File: config.mk
export PLATFORM = sky130hd
export DESIGN_NAME = mul_issue_ctrl_flat
export DESIGN_NICKNAME = d
export VERILOG_FILES = /design/src/rtl/alu_pkg.sv /design/src/rtl/mul_issue_ctrl_if.sv /design/src/rtl/mul_issue_ctrl_lat.sv /design/src/rtl/mul_issue_ctrl.sv /design/src/flat_wrapper.sv
export SDC_FILE = /design/constraint.sdc
export NUM_CORES = 1
export LEC_CHECK = 0
export BUFFER_PORTS_ARGS = -buffer_cell sky130_fd_sc_hd__buf_2
export CAP_MARGIN = 40
export CORE_MARGIN = 2
export CORE_UTILIZATION = 52
export CTS_CLUSTER_DIAMETER = 80
export DETAILED_ROUTE_END_ITERATION = 7
export PLACE_DENSITY = 0.81
export SYNTH_ARGS = -nofsm -noshare
export SYNTH_HDL_FRONTEND = slang
export SYNTH_HIERARCHICAL = 1
export SYNTH_SLANG_ARGS = --single-unit
File: constraint.sdc
create_clock -name clk -period 2.75 [get_ports clk]
set_input_delay 0 -clock clk [delete_from_list [all_inputs] [get_ports clk]]
set_output_delay 0 -clock clk [all_outputs]
set_load 0.02 [all_outputs]
File: src/rtl/alu_pkg.sv
// Shared ALU control encodings and multiply-sequencer state encoding.
// Used by the ALU decoder and by the execute-stage multiply sequencer.
package alu_pkg;

  localparam logic [2:0] ALU_ADD = 3'b010;
  localparam logic [2:0] ALU_SUB = 3'b110;
  localparam logic [2:0] ALU_MUL = 3'b011;

  typedef enum logic [1:0] {
    IDLE = 2'b00,
    BUSY = 2'b01,
    DONE = 2'b10
  } seqState_t;

  // Undefined or unknown encodings fall through to the default and read as non-MUL.
  function automatic logic isMulOp(input logic [2:0] op);
    case (op)
      ALU_MUL: return 1'b1;
      default: return 1'b0;
    endcase
  endfunction

endpackage

File: src/rtl/mul_issue_ctrl_if.sv
// Handshake between the E-stage control registers / hazard unit and the multiply sequencer.
interface mul_issue_ctrl_if #(parameter int CNT_W = 8);

  logic [2:0]       alucontrolE;
  logic             validE;
  logic             flushE;
  logic             mul_start;
  logic             mul_abort;
  logic             stallF;
  logic             stallD;
  logic             stallE;
  logic             bubbleM;
  logic             result_sel;
  logic             busy;
  logic [CNT_W-1:0] mul_count;

  modport master (
    output alucontrolE, validE, flushE,
    input  mul_start, mul_abort, stallF, stallD, stallE, bubbleM,
           result_sel, busy, mul_count
  );

  modport slave (
    input  alucontrolE, validE, flushE,
    output mul_start, mul_abort, stallF, stallD, stallE, bubbleM,
           result_sel, busy, mul_count
  );

endinterface

File: src/rtl/mul_issue_ctrl_lat.sv
// Loadable down-counter with zero flag; holds at zero instead of wrapping.
module lat_down_counter #(
  parameter int W = 2
) (
  input  logic         clk,
  input  logic         reset,
  input  logic         load,
  input  logic [W-1:0] loadVal,
  input  logic         dec,
  output logic [W-1:0] cnt,
  output logic         zero
);

  always_ff @(posedge clk) begin
    if (!reset)                  cnt <= '0;
    else if (load)               cnt <= loadVal;
    else if (dec && cnt != '0)   cnt <= cnt - 1'b1;
  end

  assign zero = (cnt == '0);

endmodule

File: src/rtl/mul_issue_ctrl.sv
// Execute-stage sequencer for the multi-cycle multiplier: detects a MUL in E,
// freezes F/D/E with bubbles into M for the latency, then selects the result.
module mul_issue_ctrl
  import alu_pkg::*;
#(
  parameter int MUL_LAT = 4,
  parameter int CNT_W   = 8
) (
  input  logic             clk,
  input  logic             reset,
  mul_issue_ctrl_if.slave  bus
);

  localparam int CW = $clog2(MUL_LAT);
  localparam logic [CW-1:0] LOAD_VAL = CW'(MUL_LAT - 2);

  seqState_t        state, nextState;
  logic             isMul;
  logic             cntLoad, cntDec, cntZero;
  logic [CW-1:0]    cnt;
  logic [CNT_W-1:0] mulCount;
  logic             start, abort, stall, bubble, resultSel, busy;

  assign isMul = bus.validE & isMulOp(bus.alucontrolE) & ~bus.flushE;

  lat_down_counter #(.W(CW)) u_lat (
    .clk     (clk),
    .reset   (reset),
    .load    (cntLoad),
    .loadVal (LOAD_VAL),
    .dec     (cntDec),
    .cnt     (cnt),
    .zero    (cntZero)
  );

  always_ff @(posedge clk) begin
    if (!reset) state <= IDLE;
    else        state <= nextState;
  end

  always_ff @(posedge clk) begin
    if (!reset)             mulCount <= '0;
    else if (state == DONE) mulCount <= mulCount + 1'b1;
  end

  always_comb begin
    nextState = state;
    start     = 1'b0;
    abort     = 1'b0;
    stall     = 1'b0;
    bubble    = 1'b0;
    resultSel = 1'b0;
    busy      = 1'b0;
    cntLoad   = 1'b0;
    cntDec    = 1'b0;
    case (state)
      IDLE: begin
        if (isMul) begin
          start     = 1'b1;
          stall     = 1'b1;
          bubble    = 1'b1;
          cntLoad   = 1'b1;
          nextState = BUSY;
        end
      end
      BUSY: begin
        busy = 1'b1;
        // A redirect squashes the MUL: release the pipeline now and drop the operation.
        if (bus.flushE) begin
          abort     = 1'b1;
          nextState = IDLE;
        end else begin
          stall  = 1'b1;
          bubble = 1'b1;
          if (cntZero) nextState = DONE;
          else         cntDec    = 1'b1;
        end
      end
      DONE: begin
        busy      = 1'b1;
        resultSel = 1'b1;
        nextState = IDLE;
      end
      default: nextState = IDLE;
    endcase
    // Outputs stay quiet while reset is held, even if E presents a MUL.
    if (!reset) begin
      start     = 1'b0;
      abort     = 1'b0;
      stall     = 1'b0;
      bubble    = 1'b0;
      resultSel = 1'b0;
      busy      = 1'b0;
    end
  end

  assign bus.mul_start  = start;
  assign bus.mul_abort  = abort;
  assign bus.stallF     = stall;
  assign bus.stallD     = stall;
  assign bus.stallE     = stall;
  assign bus.bubbleM    = bubble;
  assign bus.result_sel = resultSel;
  assign bus.busy       = busy;
  assign bus.mul_count  = mulCount;

endmodule

File: src/flat_wrapper.sv
// flat-port wrapper written by rule: the top's interface ports become plain ports
module mul_issue_ctrl_flat import alu_pkg::*;
#(
  parameter int MUL_LAT = 4,
  parameter int CNT_W   = 8
)
  (clk, reset, bus_alucontrolE, bus_validE, bus_flushE, bus_mul_start, bus_mul_abort, bus_stallF, bus_stallD, bus_stallE, bus_bubbleM, bus_result_sel, bus_busy, bus_mul_count);
  mul_issue_ctrl_if #(.CNT_W(CNT_W)) bus_i ();
  input  logic clk;
  input  logic reset;
  input wire logic [$bits(bus_i.alucontrolE)-1:0] bus_alucontrolE;
  input wire logic [$bits(bus_i.validE)-1:0] bus_validE;
  input wire logic [$bits(bus_i.flushE)-1:0] bus_flushE;
  output wire logic [$bits(bus_i.mul_start)-1:0] bus_mul_start;
  output wire logic [$bits(bus_i.mul_abort)-1:0] bus_mul_abort;
  output wire logic [$bits(bus_i.stallF)-1:0] bus_stallF;
  output wire logic [$bits(bus_i.stallD)-1:0] bus_stallD;
  output wire logic [$bits(bus_i.stallE)-1:0] bus_stallE;
  output wire logic [$bits(bus_i.bubbleM)-1:0] bus_bubbleM;
  output wire logic [$bits(bus_i.result_sel)-1:0] bus_result_sel;
  output wire logic [$bits(bus_i.busy)-1:0] bus_busy;
  output wire logic [$bits(bus_i.mul_count)-1:0] bus_mul_count;
  assign bus_i.alucontrolE = bus_alucontrolE;
  assign bus_i.validE = bus_validE;
  assign bus_i.flushE = bus_flushE;
  assign bus_mul_start = bus_i.mul_start;
  assign bus_mul_abort = bus_i.mul_abort;
  assign bus_stallF = bus_i.stallF;
  assign bus_stallD = bus_i.stallD;
  assign bus_stallE = bus_i.stallE;
  assign bus_bubbleM = bus_i.bubbleM;
  assign bus_result_sel = bus_i.result_sel;
  assign bus_busy = bus_i.busy;
  assign bus_mul_count = bus_i.mul_count;
  mul_issue_ctrl #(.MUL_LAT(MUL_LAT), .CNT_W(CNT_W)) u_core (.clk(clk), .reset(reset), .bus(bus_i));
endmodule
==> results by group <==
Outcome
  – Run status: completed

Floorplan
  – Core ar.: 1330 sq um
  – Initial Utilization: 56.6%
  – Chip width: 42.1 microns
  – Die height: 42.1 microns
  – Count of boundary I/O pins: 23
  – Die area: 1770 sq um
  – # rows: 13

Synthesis
  – FFs w/ async S/R, synth: 0%
  – Syn avg cell area: 9.09 sq um
  – Post-synth top area share: 31.8%
  – Register area share after synthesis: 31.8%
  – Syn nets: 96
  – Largest area contributor in the netlist: dfxtp_1
  – Main flop type after synthesis: dfxtp_1
  – Most common cell in the netlist: dfxtp_1
  – Synth top cells by count: dfxtp_1, ha_1, inv_1
  – Post-synth cell types: 36
  – Synth warn: 6
  – EDFF count, synth: 0
  – Flops & latches, synth: 12
  – Synth area leaders: dfxtp_1, ha_1, xor2_1
  – Cell Area, Synth: 754 sq um
  – Mapped Cells: 83

Layout
  – Storage cell area: 240 sq um
  – Filler Cell Count: 124
  – Layout net count: 118
  – Post-layout util: 66.1%
  – Synth-to-Final Area Change: 16.9%
  – Footprint of the multi-input gates: 454 sq um
  – Non-filler cells, final: 119
  – Inserted Diodes: 0
  – Share of post-route cells with drive strength above 1: 33.7%

Place
  – Port Buffer Count: 22
  – Dpl cells: 115
  – GPL Wtd Cong: 0.716
  – Dpl hpwl: 1100 microns

STA
  – Worst-margin pin slew: 0.501 ns
  – F_max: 0.593 GHz
  – Worst slew margin: 66.5%
  – TNS Setup: 0 ns
  – # setup viols final: 0
  – Final worst clock skew: 0.000760 ns
  – Slew Viols, Final: 0
  – Final period util: 61.3%
  – RSZ-0062 raised after global routing: false
  – Worst hold margin: 0.0498 ns
  – Final hold vios: 0
  – Minimum clock period: 1.69 ns

Detailed routing
  – Drc violations: 0
  – Routed WL: 1430 microns
  – Via count: 612
  – DRT antenna net count: 0
  – WL/cell: 12.0 microns
  – Routed vias/inst: 5.14
  – First DRT Iteration DRCs: 7
  – First-pass iteration count of the detailed router: 3

Power and ir drop
  – Comb pwr share: 21.0%
  – Worst vdd ir: 0.379 mV
  – Internal power: 298 uW
  – Leakage: 0.379 nW
  – Clock power frac: 33.3%
  – Sw Share: 28.1%
  – Reg power frac: 45.7%
  – PwrDens: 470 nW/um^2
  – Sw Pwr: 116 uW

Critical path
  – Crit path DAT: 1.85 ns
  – Critical Path, Cell by Cell: inv_1, ha_1, nor3b_1, nor2b_4, xnor2_1, a21oi_1
  – WP data required: 2.92 ns
  – CP Launch Type: flip-flop
  – Endpoint type of the worst setup path: flip-flop
  – Critical-path top delay cell: nor3b_1
  – R2R Setup Slk: 1.06 ns
  – WS Path Type: reg2reg
  – Delay of the slowest critical-path stage: 0.46 ns
  – Crit-path max FO: 4

Clocking
  – Hold_buf cts: 0
  – H-tree depth: 1
  – Longest Clk Path Bufs: 2
  – TritonCTS clock tree: built
  – Clock Latency Late Sink: 0.27 ns
  – Clock sinks: 12
  – # resized after CTS: 0
  – Reg clk slew, reported paths: 0.07 ns
  – Root buf cell: clkbuf_4
  – Number of CTS-inserted buffers: 3
  – Postcts setup bufs: 0

GRT
  – Global route overflow: 0
  – Largest net degree at the start of global routing: 12
  – First-pass GRT wire length: 2330 microns
  – Vias in the first global route: 570
  – Gr usage total: 17.2%
  – Initial antenna violation count: 0

Hold path
  – HP Class: in2reg

Flow run
  – # Max-Cap Violations: 0
-- final timing paths --
path / from / endpoint / cells after the start
worst min-delay path: reset / u_core/u_lat/cnt[0] / 3
worst max register to register: u_core/state[1] / u_core/u_lat/cnt[0] / 6
worst max-delay path: u_core/state[1] / u_core/u_lat/cnt[0] / 6
worst min register to register: u_core/state[0] / u_core/state[0] / 2
-- logic make-up (layout without fill, tap and decap cells) --
logic type	after synthesis	after routing	synth area share, %
DFF	12	12	31.8
xor gates and xnor gates	5	5	5.81
and+or+nand+nor	30	30	26.5
muxes	2	2	2.65
adders and majority gates	6	6	9.95
other	2	2	0.995
buffers and inverters	11	32	7.96
AOI/OAI and AO/OA	15	15	14.3
-- placed cells by master (no fill, tap or decap), types with 2 or more instances in the layout --
master	count
a21oi_1	3
nor2_1	5
and2_1	3
inv_1	6
o21a_1	2
or3_1	2
o21ai_0	3
clkbuf_4	3
ha_1	6
mux2i_1	2
xnor2_1	2
nand4_1	2
nor3b_1	2
nand2_1	5
xor2_1	3
buf_2	22
nand3_1	2
conb_1	2
dfxtp_1	12
-- flip-flops by register name, indices dropped and copies added (netlist names) --
name / cells
u_core/bus.mul_count: 8
u_core/state: 2
u_core/u_lat/cnt: 2
-- layer usage --
metal	part of all wire, %	track usage [%]	wire [microns]	vias up
met4	0	3.75	0	0
met2	48	30.3	690	9
met1	48	18.9	690	281
li1	-	-	-	322
met5	0	0	0	-
met3	3.6	7.76	51	0
-- power groups by stage --
stage,Clock (mW),Combinational (mW),Sequential (mW)
finish,0.138,0.0871,0.189
CTS,0.142,0.0877,0.189
detailed placement,0,0.0871,0.193
global placement,0,0.0853,0.193
global route,0.148,0.0961,0.190
floorplan,0,0.0676,0.194
-- cell type report --
cell class,instances,area share (%)
Clock buffer,4,4.11
Inverter,6,2.55
Multi-Input combinational cell,60,51.5
Sequential cell,12,27.2
Tap cell,15,2.13
Timing Repair Buffer,22,12.5
-- through the flow --
stage	power [mW]	area, sq um	setup WS, ns
6_report	0.414	882	1.06
5_1_grt	0.435	882	0.992
4_1_cts	0.418	882	1.06
3_5_place_dp	0.280	846	1.08
3_3_place_gp	0.278	846	1.17
2_1_floorplan	0.262	754	1.30
-- worst max-delay path: cells and delay by family (launching register included) --
family	cells	cell delay, ns
buffers and inverters	1	0.11
adder cells (fa/ha/maj)	1	0.22
AND/OR/NAND/NOR	2	0.72
flip-flops	1	0.34
AO/OA/AOI/OAI	1	0.08
XOR/XNOR	1	0.12
Note: power is estimated with default switching activity, not from simulation.
